File: src/rtl/scmp_bus_responder.sv
// SC/MP external-bus target responder: latches address/flags on ADS_n, then
// services one read or write strobe through a req/ack memory port.
module scmp_bus_responder #(
    parameter int AW          = 16,
    parameter int WAIT_STATES = 0
) (
    input  logic          clk,
    input  logic          rst_n,
    input  logic          bus_ADS_n,
    input  logic          bus_RD_n,
    input  logic          bus_WR_n,
    input  logic [AW-1:0] bus_addr,
    input  logic          bus_F_R,
    input  logic          bus_F_I,
    input  logic          bus_F_D,
    input  logic          bus_F_H,
    input  logic [7:0]    bus_d_o,
    output logic [7:0]    bus_d_i,
    output logic          bus_hold,
    output logic [AW-1:0] mem_addr,
    output logic          mem_req,
    output logic          mem_we,
    output logic [7:0]    mem_wdata,
    input  logic [7:0]    mem_rdata,
    input  logic          mem_ack,
    output logic [3:0]    flags_o,
    output logic          fetch_o,
    output logic          halt_o,
    output logic          err_o
);

    typedef enum logic [2:0] {IDLE, ADDR, RD_WAIT, WR_WAIT, HOLD, S_END} state_t;

    state_t     state;
    logic [3:0] cnt;
    logic       accept;

    // ADS starts a new cycle anywhere except while a memory access is in flight.
    assign accept = !bus_ADS_n && (state != RD_WAIT) && (state != WR_WAIT);

    always_ff @(posedge clk or negedge rst_n) begin
        if (!rst_n) begin
            state     <= IDLE;
            cnt       <= '0;
            bus_d_i   <= '0;
            bus_hold  <= 1'b0;
            mem_addr  <= '0;
            mem_req   <= 1'b0;
            mem_we    <= 1'b0;
            mem_wdata <= '0;
            flags_o   <= '0;
            fetch_o   <= 1'b0;
            halt_o    <= 1'b0;
            err_o     <= 1'b0;
        end else begin
            fetch_o <= 1'b0;
            halt_o  <= 1'b0;
            err_o   <= 1'b0;
            if (accept) begin
                mem_addr <= bus_addr;
                flags_o  <= {bus_F_H, bus_F_D, bus_F_I, bus_F_R};
                fetch_o  <= bus_F_I;
                halt_o   <= bus_F_H;
                err_o    <= (state != IDLE);
                bus_hold <= 1'b1;
                cnt      <= '0;
                state    <= ADDR;
            end else begin
                case (state)
                    ADDR: begin
                        if (!bus_RD_n) begin
                            mem_req <= 1'b1;
                            mem_we  <= 1'b0;
                            err_o   <= !bus_WR_n;
                            state   <= RD_WAIT;
                        end else if (!bus_WR_n) begin
                            mem_req   <= 1'b1;
                            mem_we    <= 1'b1;
                            mem_wdata <= bus_d_o;
                            state     <= WR_WAIT;
                        end
                    end
                    RD_WAIT, WR_WAIT: begin
                        err_o <= !bus_ADS_n;
                        if (mem_ack) begin
                            if (state == RD_WAIT) bus_d_i <= mem_rdata;
                            mem_req <= 1'b0;
                            cnt     <= 4'(WAIT_STATES);
                            state   <= HOLD;
                        end
                    end
                    HOLD: begin
                        if (cnt != '0) begin
                            cnt <= cnt - 4'd1;
                        end else begin
                            bus_hold <= 1'b0;
                            state    <= S_END;
                        end
                    end
                    S_END: if (bus_RD_n && bus_WR_n) state <= IDLE;
                    default: state <= IDLE;
                endcase
            end
        end
    end

endmodule

File: config.mk
export PLATFORM = sky130hd
export DESIGN_NAME = scmp_bus_responder
export DESIGN_NICKNAME = d
export VERILOG_FILES = /design/src/rtl/scmp_bus_responder.sv
export SDC_FILE = /design/constraint.sdc
export NUM_CORES = 1
export LEC_CHECK = 0
export ABC_AREA = 1
export BUFFER_PORTS_ARGS = -buffer_cell sky130_fd_sc_hd__buf_2
export CAP_MARGIN = 0
export CORE_MARGIN = 2
export CORE_UTILIZATION = 48
export CTS_CLUSTER_SIZE = 28
export DETAILED_ROUTE_END_ITERATION = 16
export PLACE_DENSITY_LB_ADDON = 0.15
export SLEW_MARGIN = 20
export SYNTH_ARGS = -nofsm -noshare
export SYNTH_HDL_FRONTEND = slang
export SYNTH_SLANG_ARGS = --single-unit
File: constraint.sdc
create_clock -name clk -period 1.7 [get_ports clk]
set_clock_uncertainty 0.15 [all_clocks]
set_input_delay 0.085 -clock clk [delete_from_list [all_inputs] [get_ports clk]]
set_output_delay 0.085 -clock clk [all_outputs]
set_load 0.03 [all_outputs]
==> results by group <==
Clocking
  – Inserted Clock Buffers: 5
  – H-tree depth: 2
  – Max clock buf depth: 2
  – Clock sinks: 49
  – CTS tree: built
  – Clk_lat worst skew: 0.30 ns
  – Root buffer cell: clkbuf_8
  – Worst-path clk slew: 0.09 ns

Die
  – Die Y: 69.7 µm
  – Initial core utilization: 0.508
  – Die width: 69.7 µm
  – I/O pins: 84
  – # rows: 23
  – Die area: 0.00486 mm²
  – Core ar.: 0.00409 mm²

Global routing
  – Antenna violations before repair: 0
  – First-pass GRT wire length: 8300 µm
  – Grt ovf: 0
  – Vias in the first global route: 1,815
  – Largest net degree at the start of global routing: 22
  – Gr usage total: 0.212

STA
  – Hold slack: 0.0842 ns
  – FMAX: 639 MHz
  – Worst-margin pin slew: 0.401 ns
  – Pins over their slew limit: 0
  – Setup TNS: 0 ns
  – Worst Slack Setup Final: 0.136 ns
  – Unrepaired setup endpoints after global routing: no
  – Period utilization: 0.920
  – Final setup fails: 0
  – Slew Limit Headroom: 0.733
  – Period minus WS final: 1.56 ns
  – Hold Vio Cnt, Final: 0

Detailed routing
  – Remaining antenna violation count after routing: 0
  – Drt first pass iters: 4
  – Vias/cell: 4.67
  – Met3 routed WL: 309 µm
  – DRC: 0
  – Met1 wire length: 2040 µm
  – Wirelength per Cell: 12.6 µm
  – Post-Route WL: 4840 µm
  – DR top layer: met4
  – Met2 WL: 2470 µm
  – Drt initial violations: 131
  – Vias after detailed routing: 1,794

Setup path
  – RR Endpoint: mem_addr[13]
  – Worst R2R Start: state[2]
  – Crit Path Category: register to register
  – Flop2flop setup slack: 0.14 ns
  – Worst setup EP type: register
  – Buf/Inv on CP: 2
  – FF-to-FF path depth: 5
  – Worst EP arrival: 1.59 ns
  – Critical path, cell by cell: inv_2 > nand2_4 > nand2_4 > buf_12 > mux2_2
  – Slowest stage delay, CP: 0.44 ns
  – Crit path max-delay family: flip-flops
  – Critical-path top delay cell: dfrtp_1
  – Most frequent CP cell: nand2_4
  – CP max FO: 15
  – Worst Setup Start Kind: register
  – WP data required: 1.73 ns

Power
  – Clock share of power: 0.143
  – Sw Share: 0.438
  – Pleak: 1.62 nW
  – Cell internal pwr: 2.64 mW
  – Peak VDD IR: 972 µV
  – Register share of total power: 0.386
  – PD cells: 1530 mW/mm²
  – Comb power frac: 0.471
  – NetSw: 2.06 mW

Cells and area
  – Area of the multi-input gates: 746 µm²
  – Register Area: 0.00123 mm²
  – N_diodes: 0
  – Fillers: 277
  – Most common cell after layout, fill and taps aside: buf_2
  – Post-layout util: 0.751
  – P&R area growth vs syn: 48.0%
  – Share of post-route cells with drive strength above 1: 0.368
  – Post-route design area: 0.00307 mm²
  – Most frequent cells in the layout: 83 x buf_2, 55 x nand2_1, 49 x dfrtp_1, 41 x dlygate4sd3_1, 27 x nand3_1
  – Final nets: 378

Place
  – Setup WS pre-CTS: 0.102 ns
  – Port Buffers: 83
  – Final HPWL DP: 3210 µm
  – Placer congestion estimate: 0.794
  – Placed Area: 0.00257 mm²

Logic synthesis
  – #FFs+latches synth: 49
  – Synth Instances: 202
  – Syn_area_per_cell: 10.3 µm²
  – Synthesized area: 0.00207 mm²
  – Syn_nets: 246
  – Count of cell types in the netlist: 20
  – Seq/Total Area, Yosys: 0.591
  – Yosys warns: 0

Run
  – Max cap viols: 0

Outcome
  – Status: finished clean

Min path
  – Min-delay worst type: input pin to asynchronous set/reset pin
worst reg2reg max path, delay by kind of cell (launching register included):
kind          cells  cell delay, ns
flops             1            0.44
mux               1            0.34
simple gates      2            0.24
buf+inv           2            0.28
area by class of cell:
class | instances | share of cell area
Multi-Input combinational cell | 131 | 0.243
Tap cell | 50 | 0.0204
Timing Repair Buffer | 130 | 0.288
Inverter | 17 | 0.0216
Clock buffer | 7 | 0.0281
Sequential cell | 49 | 0.399
flip-flops by register name, indices dropped and copies added (netlist names):
signal     count
bus_d_i        8
bus_hold       1
cnt            4
err_o          1
fetch_o        1
flags_o        4
halt_o         1
mem_addr      16
mem_req        1
mem_wdata      8
mem_we         1
state          3
per-stage QoR:
step | std cells | total power [mW]
6_report | 384 | 4.70
5_1_grt | 384 | 5.01
4_1_cts | 384 | 4.71
3_5_place_dp | 336 | 3.96
3_3_place_gp | 336 | 3.93
2_1_floorplan | 202 | 3.32
layer usage:
metal / vias to the layer above / global-route usage
met4: 0 / 0.0449
li1: 912 / -
met2: 65 / 0.363
met5: - / 0
met3: 2 / 0.0625
met1: 815 / 0.268
cell families after synthesis:
logic type,count (synthesis),synth area share
compound gates,10,0.0253
xor+xnor,2,0.00845
fa+ha+maj,2,0.0121
buf+inv,22,0.0519
flops,49,0.591
mux,18,0.0977
simple gates,99,0.214
synthesized netlist by cell type:
cell type	instances	area, µm²
nand2_1	55	206
dfrtp_1	49	1230
nand3_1	27	135
mux2_2	18	203
inv_1	15	56.3
nor2_1	9	33.8
o21ai_0	8	40.0
buf_6	3	33.8
nand2_4	3	33.8
buf_2	2	10.0
ha_1	2	25.0
inv_2	2	7.51
xor2_1	2	17.5
a31oi_1	1	6.26
nand3_2	1	10.0
nand4_1	1	6.26
nor2_2	1	6.26
nor3_1	1	5.00
o22ai_1	1	6.26
or2_2	1	6.26
how the worst max path moves through the flow:
stage                              end     start  slack, ns  cells past startpoint
after floorplan           mem_wdata[0]  state[1]       0.27                      8
after global placement    mem_wdata[1]  state[1]        0.1                      8
after detailed placement  mem_wdata[0]  state[1]       0.10                      8
after CTS                 mem_wdata[3]  state[1]       0.08                      8
after global routing          state[0]  state[2]      0.005                      9
final                     mem_addr[13]  state[2]       0.14                      5
repair_timing:
action | in CTS | in global routing
setup buffers | 0 | 0
setup endpoints to repair | 0 | 9
hold buffers | 41 | 0
gates resized for setup | 0 | 4
endpoints found under the hold margin | 90 | 0
power by group through the flow:
stage	Clock [mW]	Combinational, mW	Sequential [mW]
2_1_floorplan	0	0.696	2.62
3_3_place_gp	0	2.10	1.83
3_5_place_dp	0	2.13	1.83
4_1_cts	0.697	2.21	1.81
5_1_grt	0.743	2.40	1.87
6_report	0.673	2.21	1.82
No activity file was read; power rests on OpenSTA's default activity.
